$ cat config.mk
export PLATFORM = sky130hd
export DESIGN_NAME = lfsr_decrypt_engine
export DESIGN_NICKNAME = d
export VERILOG_FILES = /design/src/rtl/lfsr_decrypt_engine.sv
export SDC_FILE = /design/constraint.sdc
export NUM_CORES = 1
export LEC_CHECK = 0
export ABC_AREA = 1
export ABC_CLOCK_PERIOD_IN_PS = 3600
export CORE_ASPECT_RATIO = 0.7
export CORE_MARGIN = 5
export CORE_UTILIZATION = 60
export CTS_BUF_LIST = sky130_fd_sc_hd__clkbuf_2 sky130_fd_sc_hd__clkbuf_4 sky130_fd_sc_hd__clkbuf_8
export CTS_CLUSTER_DIAMETER = 40
export DETAILED_ROUTE_END_ITERATION = 7
export PLACE_DENSITY = 0.79
export SLEW_MARGIN = 20
export SYNTH_ARGS = -nofsm -noshare
export SYNTH_HDL_FRONTEND = slang
export SYNTH_SLANG_ARGS = --single-unit
$ cat constraint.sdc
create_clock -name clk -period 3.6 [get_ports clk]
set_clock_uncertainty 0.2 [all_clocks]
set_input_delay 1.08 -clock clk [delete_from_list [all_inputs] [get_ports clk]]
set_output_delay 1.08 -clock clk [all_outputs]
set_load 0.01 [all_outputs]
$ cat src/rtl/lfsr_decrypt_engine.sv
// lfsr_decrypt_engine
//
// Decrypt stage for a 64-byte message stream that was encrypted with a 7-bit
// LFSR keystream. The first TRAIN_LEN bytes are known to be spaces, so the
// engine runs nine candidate LFSRs (one per tap pattern) against that
// preamble and keeps the ones that predict it correctly. The lowest surviving
// candidate is then used to decrypt the rest of the stream. Each decrypted
// byte is parity checked. Leading spaces are dropped, and the result is padded
// with PAD_CHAR so that exactly MSG_LEN bytes come out.
//
// Ports
//   clk        clock, all state changes on the rising edge
//   rst_n      asynchronous active-low reset
//   start      one-cycle pulse; honoured only when idle or done
//   in_data    encrypted byte {parity, cipher[6:0]}
//   in_valid   in_data is valid
//   in_ready   engine takes in_data this cycle
//   out_data   {parity error, plain[6:0]}
//   out_addr   result index 0..MSG_LEN-1
//   out_valid  out_data/out_addr valid; held until out_ready
//   out_ready  downstream accepts the current result
//   pat_sel    index of the selected tap pattern
//   pat_err    sticky: no tap pattern matched the preamble
//   done       run complete; stays high until the next start
module lfsr_decrypt_engine #(
    parameter int         MSG_LEN   = 64,
    parameter int         TRAIN_LEN = 9,
    parameter logic [7:0] PAD_CHAR  = 8'h20
) (
    input  logic                       clk,
    input  logic                       rst_n,
    input  logic                       start,
    input  logic [7:0]                 in_data,
    input  logic                       in_valid,
    output logic                       in_ready,
    output logic [7:0]                 out_data,
    output logic [$clog2(MSG_LEN)-1:0] out_addr,
    output logic                       out_valid,
    input  logic                       out_ready,
    output logic [3:0]                 pat_sel,
    output logic                       pat_err,
    output logic                       done
);

    localparam int ADDR_W = $clog2(MSG_LEN);
    localparam int CNT_W  = $clog2(MSG_LEN + 1);
    localparam logic [CNT_W-1:0] CNT_ONE = CNT_W'(1);

    typedef enum logic [2:0] {
        ST_IDLE,
        ST_TRAIN,
        ST_SELECT,
        ST_STRIP,
        ST_PASS,
        ST_PAD,
        ST_DONE
    } state_t;

    function automatic logic [6:0] tap_of(input logic [3:0] idx);
        case (idx)
            4'd0:    tap_of = 7'h60;
            4'd1:    tap_of = 7'h48;
            4'd2:    tap_of = 7'h78;
            4'd3:    tap_of = 7'h72;
            4'd4:    tap_of = 7'h6A;
            4'd5:    tap_of = 7'h69;
            4'd6:    tap_of = 7'h5C;
            4'd7:    tap_of = 7'h7E;
            4'd8:    tap_of = 7'h7B;
            default: tap_of = 7'h60;
        endcase
    endfunction

    function automatic logic [6:0] lfsr_step(input logic [6:0] s, input logic [6:0] tap);
        lfsr_step = {s[5:0], ^(s & tap)};
    endfunction

    state_t              state_q, state_d;
    logic [8:0]          mask_q, mask_d;
    logic [6:0]          cand_q [9];
    logic [6:0]          cand_d [9];
    logic [6:0]          lfsr_q, lfsr_d;
    logic [CNT_W-1:0]    in_cnt_q, in_cnt_d;
    logic [CNT_W-1:0]    out_cnt_q, out_cnt_d;
    logic                out_valid_q, out_valid_d;
    logic [7:0]          out_data_q, out_data_d;
    logic [ADDR_W-1:0]   out_addr_q, out_addr_d;
    logic [3:0]          pat_sel_q, pat_sel_d;
    logic                pat_err_q, pat_err_d;
    logic                done_q, done_d;

    logic [6:0]          cand_step [9];
    logic [3:0]          sel_idx;
    logic                in_fire;
    logic                out_fire;
    logic                slot_free;
    logic [6:0]          train_state;
    logic [6:0]          plain;
    logic                perr;
    logic [CNT_W-1:0]    next_idx;

    // The output slot is free when it is empty or being drained this cycle;
    // this lets a new result follow the previous one without a bubble.
    assign out_fire    = out_valid_q & out_ready;
    assign slot_free   = ~out_valid_q | out_ready;
    assign in_fire     = in_valid & in_ready;
    assign train_state = in_data[6:0] ^ PAD_CHAR[6:0];
    assign plain       = in_data[6:0] ^ lfsr_q;
    assign perr        = ^in_data;
    assign next_idx    = out_cnt_q + CNT_W'(out_fire);

    // Every candidate advances with its own tap pattern.
    always_comb begin
        for (int i = 0; i < 9; i++) begin
            cand_step[i] = lfsr_step(cand_q[i], tap_of(4'(i)));
        end
    end

    // Lowest surviving candidate; falls back to 0 when none survived.
    always_comb begin
        sel_idx = '0;
        for (int i = 8; i >= 0; i--) begin
            if (mask_q[i]) begin
                sel_idx = 4'(i);
            end
        end
    end

    always_comb begin
        case (state_q)
            ST_TRAIN:          in_ready = 1'b1;
            ST_STRIP, ST_PASS: in_ready = slot_free;
            default:           in_ready = 1'b0;
        endcase
    end

    always_comb begin
        state_d     = state_q;
        mask_d      = mask_q;
        cand_d      = cand_q;
        lfsr_d      = lfsr_q;
        in_cnt_d    = in_cnt_q;
        out_cnt_d   = out_cnt_q + CNT_W'(out_fire);
        out_valid_d = out_valid_q & ~out_ready;
        out_data_d  = out_data_q;
        out_addr_d  = out_addr_q;
        pat_sel_d   = pat_sel_q;
        pat_err_d   = pat_err_q;
        done_d      = done_q;

        case (state_q)
            ST_IDLE, ST_DONE: begin
                if (start) begin
                    state_d   = ST_TRAIN;
                    mask_d    = 9'h1FF;
                    in_cnt_d  = '0;
                    out_cnt_d = '0;
                    pat_err_d = 1'b0;
                    done_d    = 1'b0;
                end
            end

            ST_TRAIN: begin
                if (in_valid) begin
                    in_cnt_d = in_cnt_q + CNT_ONE;
                    for (int i = 0; i < 9; i++) begin
                        if (in_cnt_q == '0) begin
                            cand_d[i] = train_state;
                        end else begin
                            cand_d[i] = cand_step[i];
                            if (cand_step[i] != train_state) begin
                                mask_d[i] = 1'b0;
                            end
                        end
                    end
                    if (in_cnt_q == CNT_W'(TRAIN_LEN - 1)) begin
                        state_d = ST_SELECT;
                    end
                end
            end

            // cand holds the state of the last preamble byte, so one more
            // step gives the key for the first byte after the preamble.
            ST_SELECT: begin
                pat_sel_d = sel_idx;
                pat_err_d = (mask_q == 9'h000);
                lfsr_d    = lfsr_step(cand_q[sel_idx], tap_of(sel_idx));
                state_d   = ST_STRIP;
            end

            ST_STRIP, ST_PASS: begin
                if (in_fire) begin
                    in_cnt_d = in_cnt_q + CNT_ONE;
                    lfsr_d   = lfsr_step(lfsr_q, tap_of(pat_sel_q));
                    if ((state_q == ST_PASS) || (plain != PAD_CHAR[6:0]) || perr) begin
                        out_valid_d = 1'b1;
                        out_data_d  = {perr, plain};
                        out_addr_d  = ADDR_W'(next_idx);
                        state_d     = ST_PASS;
                    end
                    if (in_cnt_q == CNT_W'(MSG_LEN - 1)) begin
                        state_d = ST_PAD;
                    end
                end
            end

            // Results already placed in the slot = out_cnt_q + out_valid_q.
            ST_PAD: begin
                if (slot_free && ((out_cnt_q + CNT_W'(out_valid_q)) < CNT_W'(MSG_LEN))) begin
                    out_valid_d = 1'b1;
                    out_data_d  = {1'b0, PAD_CHAR[6:0]};
                    out_addr_d  = ADDR_W'(next_idx);
                end
                if (out_cnt_d == CNT_W'(MSG_LEN)) begin
                    state_d = ST_DONE;
                    done_d  = 1'b1;
                end
            end

            default: state_d = ST_IDLE;
        endcase
    end

    always_ff @(posedge clk or negedge rst_n) begin
        if (!rst_n) begin
            state_q     <= ST_IDLE;
            mask_q      <= 9'h1FF;
            for (int i = 0; i < 9; i++) begin
                cand_q[i] <= '0;
            end
            lfsr_q      <= '0;
            in_cnt_q    <= '0;
            out_cnt_q   <= '0;
            out_valid_q <= 1'b0;
            out_data_q  <= '0;
            out_addr_q  <= '0;
            pat_sel_q   <= '0;
            pat_err_q   <= 1'b0;
            done_q      <= 1'b0;
        end else begin
            state_q     <= state_d;
            mask_q      <= mask_d;
            cand_q      <= cand_d;
            lfsr_q      <= lfsr_d;
            in_cnt_q    <= in_cnt_d;
            out_cnt_q   <= out_cnt_d;
            out_valid_q <= out_valid_d;
            out_data_q  <= out_data_d;
            out_addr_q  <= out_addr_d;
            pat_sel_q   <= pat_sel_d;
            pat_err_q   <= pat_err_d;
            done_q      <= done_d;
        end
    end

    assign out_valid = out_valid_q;
    assign out_data  = out_data_q;
    assign out_addr  = out_addr_q;
    assign pat_sel   = pat_sel_q;
    assign pat_err   = pat_err_q;
    assign done      = done_q;

endmodule

---- Word-level counts from Yosys, hierarchy flattened ----
Memories as Yosys holds them, arrays and structs flattened.
Index checks and enable logic that the tools add are counted.
cells by class
  add/sub/neg operators ................... 3
  $mul .................................... 0
  div/mod/pow operators ................... 0
  magnitude comparators ................... 2
  eq/ne operators ......................... 37
  shifts and indexed selects .............. 0
  multiplexer cells ....................... 78
  bitwise logic cells ..................... 11
  reduce and logical (&&, ||, !) cells .... 42
operators with widths
  operator              number
  $mux W7               20
  $reduce_xor A7 Y1     11
  $ne A7 B7 Y1          9
  $reduce_and A5 Y1     9
  $mux W4               9
  $ne A2 B2 Y1 const B  17
  $bmux W7 S4           1
  $mux W8               3
  $mux W1               23
  $mux W3               7
  $pmux W7 S3           1
  $mux W6               3
  $mux W9               2
  $pmux W9 S2           1
  $pmux W8 S2           1
  $pmux W3 S5           1
  $add A7 B1 Y7         2
  $and A7 B7 Y7         2
  $pmux W7 S2           1
  $pmux W6 S2           1
  $reduce_bool A2 Y1    5
  $eq A3 B3 Y1 const B  3
  $logic_not A9 Y1      1
  $pmux W1 S2           4
  26 further kinds      36
word-level totals
  register bits ........................... 117
  bits in latches ......................... 0
  memory bits (writable) .................. 0
  memory bits (read-only) ................. 192
  word-level logic and storage cells ...... 203
  memories ................................ 2
memories
  name             words  bits a word  rd ports  clocked after memory_dff  write ports  line  RTL
  (no name shown)  16     6            1         0                         0            60    case (idx)
  (no name shown)  16     6            1         0                         0            60

---- Depth between registers and ports, before layout ----
  word-level depth ........................ 16
  depth in mapped cells ................... 23

---- Worst setup path before layout ----
Ideal clock, no wire load.
  kind .................................... input -> register
  start ................................... input out_ready
  end ..................................... register state_q[1]
  arrival time ............................ 2.539 ns
  path slack .............................. 0.778 ns
  cell stages on the path ................. 11
  path buffers ............................ 0
  cell sequence ........................... nand2_1 > inv_1 > ha_1 > ha_1 > xnor2_1 > nand3_1 > o31ai_1 > o2111ai_1 > inv_1 > nor2_1 > a31oi_1
on the way
  cells in the longest elaborated chain, start to end .. 5
  elaborated cells on any way between the ends .. 9
  those cells by class .................... add/sub: 1; eq/ne: 3; mux: 1; bitwise: 3; reduce/logical: 1
RTL lines
  item                                                  line      RTL
  from (decl)                                           39        input logic out_ready,
  $and A1 B1 Y1 / $or A1 B1 Y1 (equally long branches)  104, 105
  $add A7 B1 Y7 / $pmux W1 S2 (equally long branches)   143, 130
  $eq A7 B7 Y1 / $and A1 B1 Y1 (equally long branches)  214, 106
  $ne A2 B2 Y1 (no line)                                n/a
  $reduce_and A6 Y1 (no line) (*)                       n/a
  to (signal assigned)                                  241       state_q <= state_d;
  to (decl)                                             78        state_t state_q, state_d;
Mark *: on every way between the ends. The rest lies on a longest branch, timed or not.
A chain may end at the register's enable or synchronous reset.

---- Worst setup path after layout ----
  start ................................... register state_q[0]
  end ..................................... output in_ready
on the way
  cells in the longest elaborated chain, start to end .. 3
  elaborated cells on any way between the ends .. 5
  those cells by class .................... eq/ne: 3; mux: 1; reduce/logical: 1
RTL lines
  item                                                 line  RTL
  $eq A3 B3 Y1 / $eq A3 B2 Y1 (equally long branches)  130   case (state_q)
  $reduce_or A2 Y1                                     130
  $pmux W1 S2 (*)                                      130
  to (decl)                                            35    output logic in_ready,
Marked as above.

==> flow_summary.json <==
{
  "cts_buffer_depth": 2,
  "worstPathCellList": "nor2_1 > nand2_1 > nand2_2 > inv_2 > o21ai_2 > dlygate4sd2_1",
  "hold_viol": 0,
  "worstHoldPathType": "reg -> reg",
  "clkSinkCount": 117,
  "crit_buf_inv": 2,
  "start_util_pct": 61.5,
  "ios": 35,
  "io_buffers": 34,
  "drt_iter0_markers": 927,
  "seqPwrFrac_pct": 28.0,
  "leakage_uw": 0.00415,
  "grt_setup_unrepaired": "false",
  "critPathRequiredTime_ns": 2.32,
  "drc": 0,
  "finalCriticalPeriod_ns": 3.42,
  "grt_overflow_total": 0,
  "fill_cells": 1019,
  "swShare_pct": 50.9,
  "grt_pass1_wl_um": 38500,
  "final_cell_area_sq_um": 8710,
  "grt_pass1_vias": 7209,
  "clockPowerShare_pct": 14.7,
  "timing.hold.ws_ns": 0.278,
  "cts_tree": "built",
  "first_pass_iters": 6,
  "fmax_mhz": 293,
  "ys.flop_type": "dfrtp_1",
  "nets": 1064,
  "fp.coreArea_sq_um": 12500,
  "wire_per_inst_um": 19.5,
  "cp-startpoint": "state_q[0]",
  "ctsHoldBuffers": 0,
  "power.switching_uw": 4670,
  "syn_area_sq_um": 7690,
  "drv_cap": 0,
  "die_w_um": 145,
  "worstMarginPinSlew_ns": 0.774,
  "async_reset_ff_share_pct": 100,
  "min_from": "mask_q[6]",
  "worstSetupEndpointType": "primary output",
  "synth_edf_count": 0,
  "max_slew_margin_pct": 48.4,
  "synth_cell_type_count": 47,
  "fin_setup_tns_ns": 0,
  "gp_congestion": 0.947,
  "cts-root-buf": "clkbuf_8",
  "num_vias": 7316,
  "rows": 34,
  "drv_slew": 0,
  "cp_top_family": "simple AND/OR/NAND/NOR gates",
  "timing.final.crit_share_pct": 94.9,
  "utilization_pct": 69.6,
  "seq_area_frac_synth_pct": 38.2,
  "ys_ff_latch": 117,
  "grt_max_degree": 63,
  "fp.dieH_um": 105,
  "syn_inst": 993,
  "path_max_fanout": 13,
  "die_area_sq_um": 15200,
  "crit_path_max_incr_delay_ns": 0.46,
  "worstSetupPathType": "reg -> out",
  "syn_to_final_growth_pct": 13.2,
  "dp_hpwl_um": 16500,
  "clk_pin_slew_ns": 0.09,
  "crit_arrival_ns": 2.14,
  "placed_area_sq_um": 8280,
  "syn_area_per_cell_sq_um": 7.74,
  "peakVddDrop_uv": 734,
  "p_int_uw": 4500,
  "setup_viol": 0,
  "combPwrFrac_pct": 57.3,
  "outcome": "finished clean",
  "vias_per_cell": 6.03,
  "diodes": 0,
  "crit-reg2reg-launch": "mask_q[5]",
  "drtAntennaViolNets": 0,
  "syn_nets": 1018,
  "htreeDepth": 4,
  "drive_gt1_share_pct": 12.3,
  "power.density_nw_per_um2": 1050,
  "cts_buffers": 17,
  "worstSetupStartpointType": "register",
  "grt_use_total_pct": 31.6,
  "yosys_warnings": 0,
  "grt_antenna_before_repair": 0,
  "wl_um": 23600,
  "cpMaxStageDelayCell": "dfrtp_1",
  "clk_latency_ns": 0.47
}
==> layout make-up <==
class                   count  area (sq um)  area share (%)
multi-input cells         711          4060            46.6
clock buffers              17           234            2.69
clock inverters            15           193            2.21
repair buffers             72           622            7.14
inverters                 120           455            5.23
well taps                 162           203            2.33
flip-flops and latches    117          2940            33.8
==> repair_timing <==
item / 4_1_cts / 5_1_grt
setup buffers: 0 / 0
hold endpoints to repair: 0 / 0
gates resized for setup: 1 / 0
endpoints found under the setup margin: 1 / 0
==> kinds of logic (layout without fill, tap and decap cells) <==
kind of cell             after synthesis  count (layout)  share of synthesized area [%]
adder cells (fa/ha/maj)               12              12                           1.95
XOR/XNOR                              99              99                           11.3
AND/OR/NAND/NOR                      412             412                           24.3
buffers and inverters                165             224                           8.97
flip-flops                           117             117                           38.2
AO/OA/AOI/OAI                        188             188                           15.3
==> power by group through the flow <==
stage	Clock [uW]	Sequential, uW	Combinational [uW]
2_1_floorplan	0	2430	3720
3_5_place_dp	0	2560	5090
6_report	1350	2570	5260
5_1_grt	1410	2640	5810
3_3_place_gp	0	2550	4950
4_1_cts	1350	2550	5120
==> synth_stat cells, types with 9 or more instances <==
library cell / instances / area share (%)
nand3_1: 95 / 6.2
nand2_2: 9 / 0.73
a21oi_1: 59 / 3.8
a21oi_2: 9 / 1.0
dfrtp_1: 108 / 35
clkbuf_1: 22 / 1.1
ha_1: 12 / 2.0
o21ai_1: 13 / 0.85
xnor2_1: 43 / 4.9
inv_1: 110 / 5.4
nand2_1: 229 / 11
a22oi_1: 44 / 4.3
dfstp_2: 9 / 3.1
xor2_1: 56 / 6.4
buf_2: 16 / 1.0
nor2_1: 37 / 1.8
o21ai_0: 29 / 1.9
==> flip-flops by register name, indices dropped and copies added, names as in the netlist <==
register / flops
out_data: 8
lfsr_q: 7
out_cnt_q: 7
done: 1
out_valid: 1
pat_err: 1
state_q: 3
out_addr: 6
in_cnt_q: 7
cand_q: 63
mask_q: 9
pat_sel: 4
==> worst register-to-register path, cell delays in order, from the launching register on <==
cell and delay, ns:
dfstp_2 0.54, inv_1 0.05, nand2_1 0.06, nand2_1 0.04, nand2_1 0.06, nand2_2 0.06, nand2_4 0.28, nand2_8 0.19
inv_1 0.23, ha_1 0.28, o211ai_1 0.19, nand2_1 0.14, inv_1 0.08, nand2_1 0.06, nand2_1 0.09, nand2_1 0.05
nand2_1 0.07, nand2_1 0.06, nand2_1 0.07, nand3_2 0.06, a21oi_2 0.11
==> metal layers <==
metal	vias up	share of wire (%)	GRT usage [%]
met5	-	0	0
li1	3374	-	-
met1	3398	43	46.5
met2	469	41	43.4
met3	75	13	10.8
met4	0	2.5	10.7
==> cells in the final DEF, fill, tap and decap left out, drive strengths merged, types with 8 or more instances in the layout <==
cell type	netlist	routed
nor2	44	44
dfrtp	108	108
nand2	241	241
buf	23	39
clkdlybuf4s50	0	32
clkbuf	22	17
nand3	103	103
dfstp	9	9
xor2	56	56
xnor2	43	43
ha	12	12
inv	118	124
a21oi	68	68
nor3	8	8
a22oi	44	44
o21ai	43	43
==> metrics by stage <==
| stage | total power, uW | cells | worst slack (ns) |
|---|---|---|---|
| detailed placement | 7650 | 1182 | -0.0793 |
| CTS | 9020 | 1214 | 0.199 |
| global placement | 7500 | 1182 | -0.0622 |
| finish | 9170 | 1214 | 0.184 |
| global route | 9860 | 1214 | 0.100 |
| floorplan | 6160 | 993 | 0.778 |
==> worst paths after layout <==
check                              to  slack [ns]  cells past startpoint
max                          in_ready        0.18                      6
min                         mask_q[6]        0.28                      2
max reg2reg                 lfsr_q[0]        0.54                     20
min reg2reg                 mask_q[6]        0.28                      2
max in group asynchronous   mask_q[7]        1.94                      2
min in group asynchronous  cand_q[10]        0.46                      1
Power figures use the tool's default switching activity.
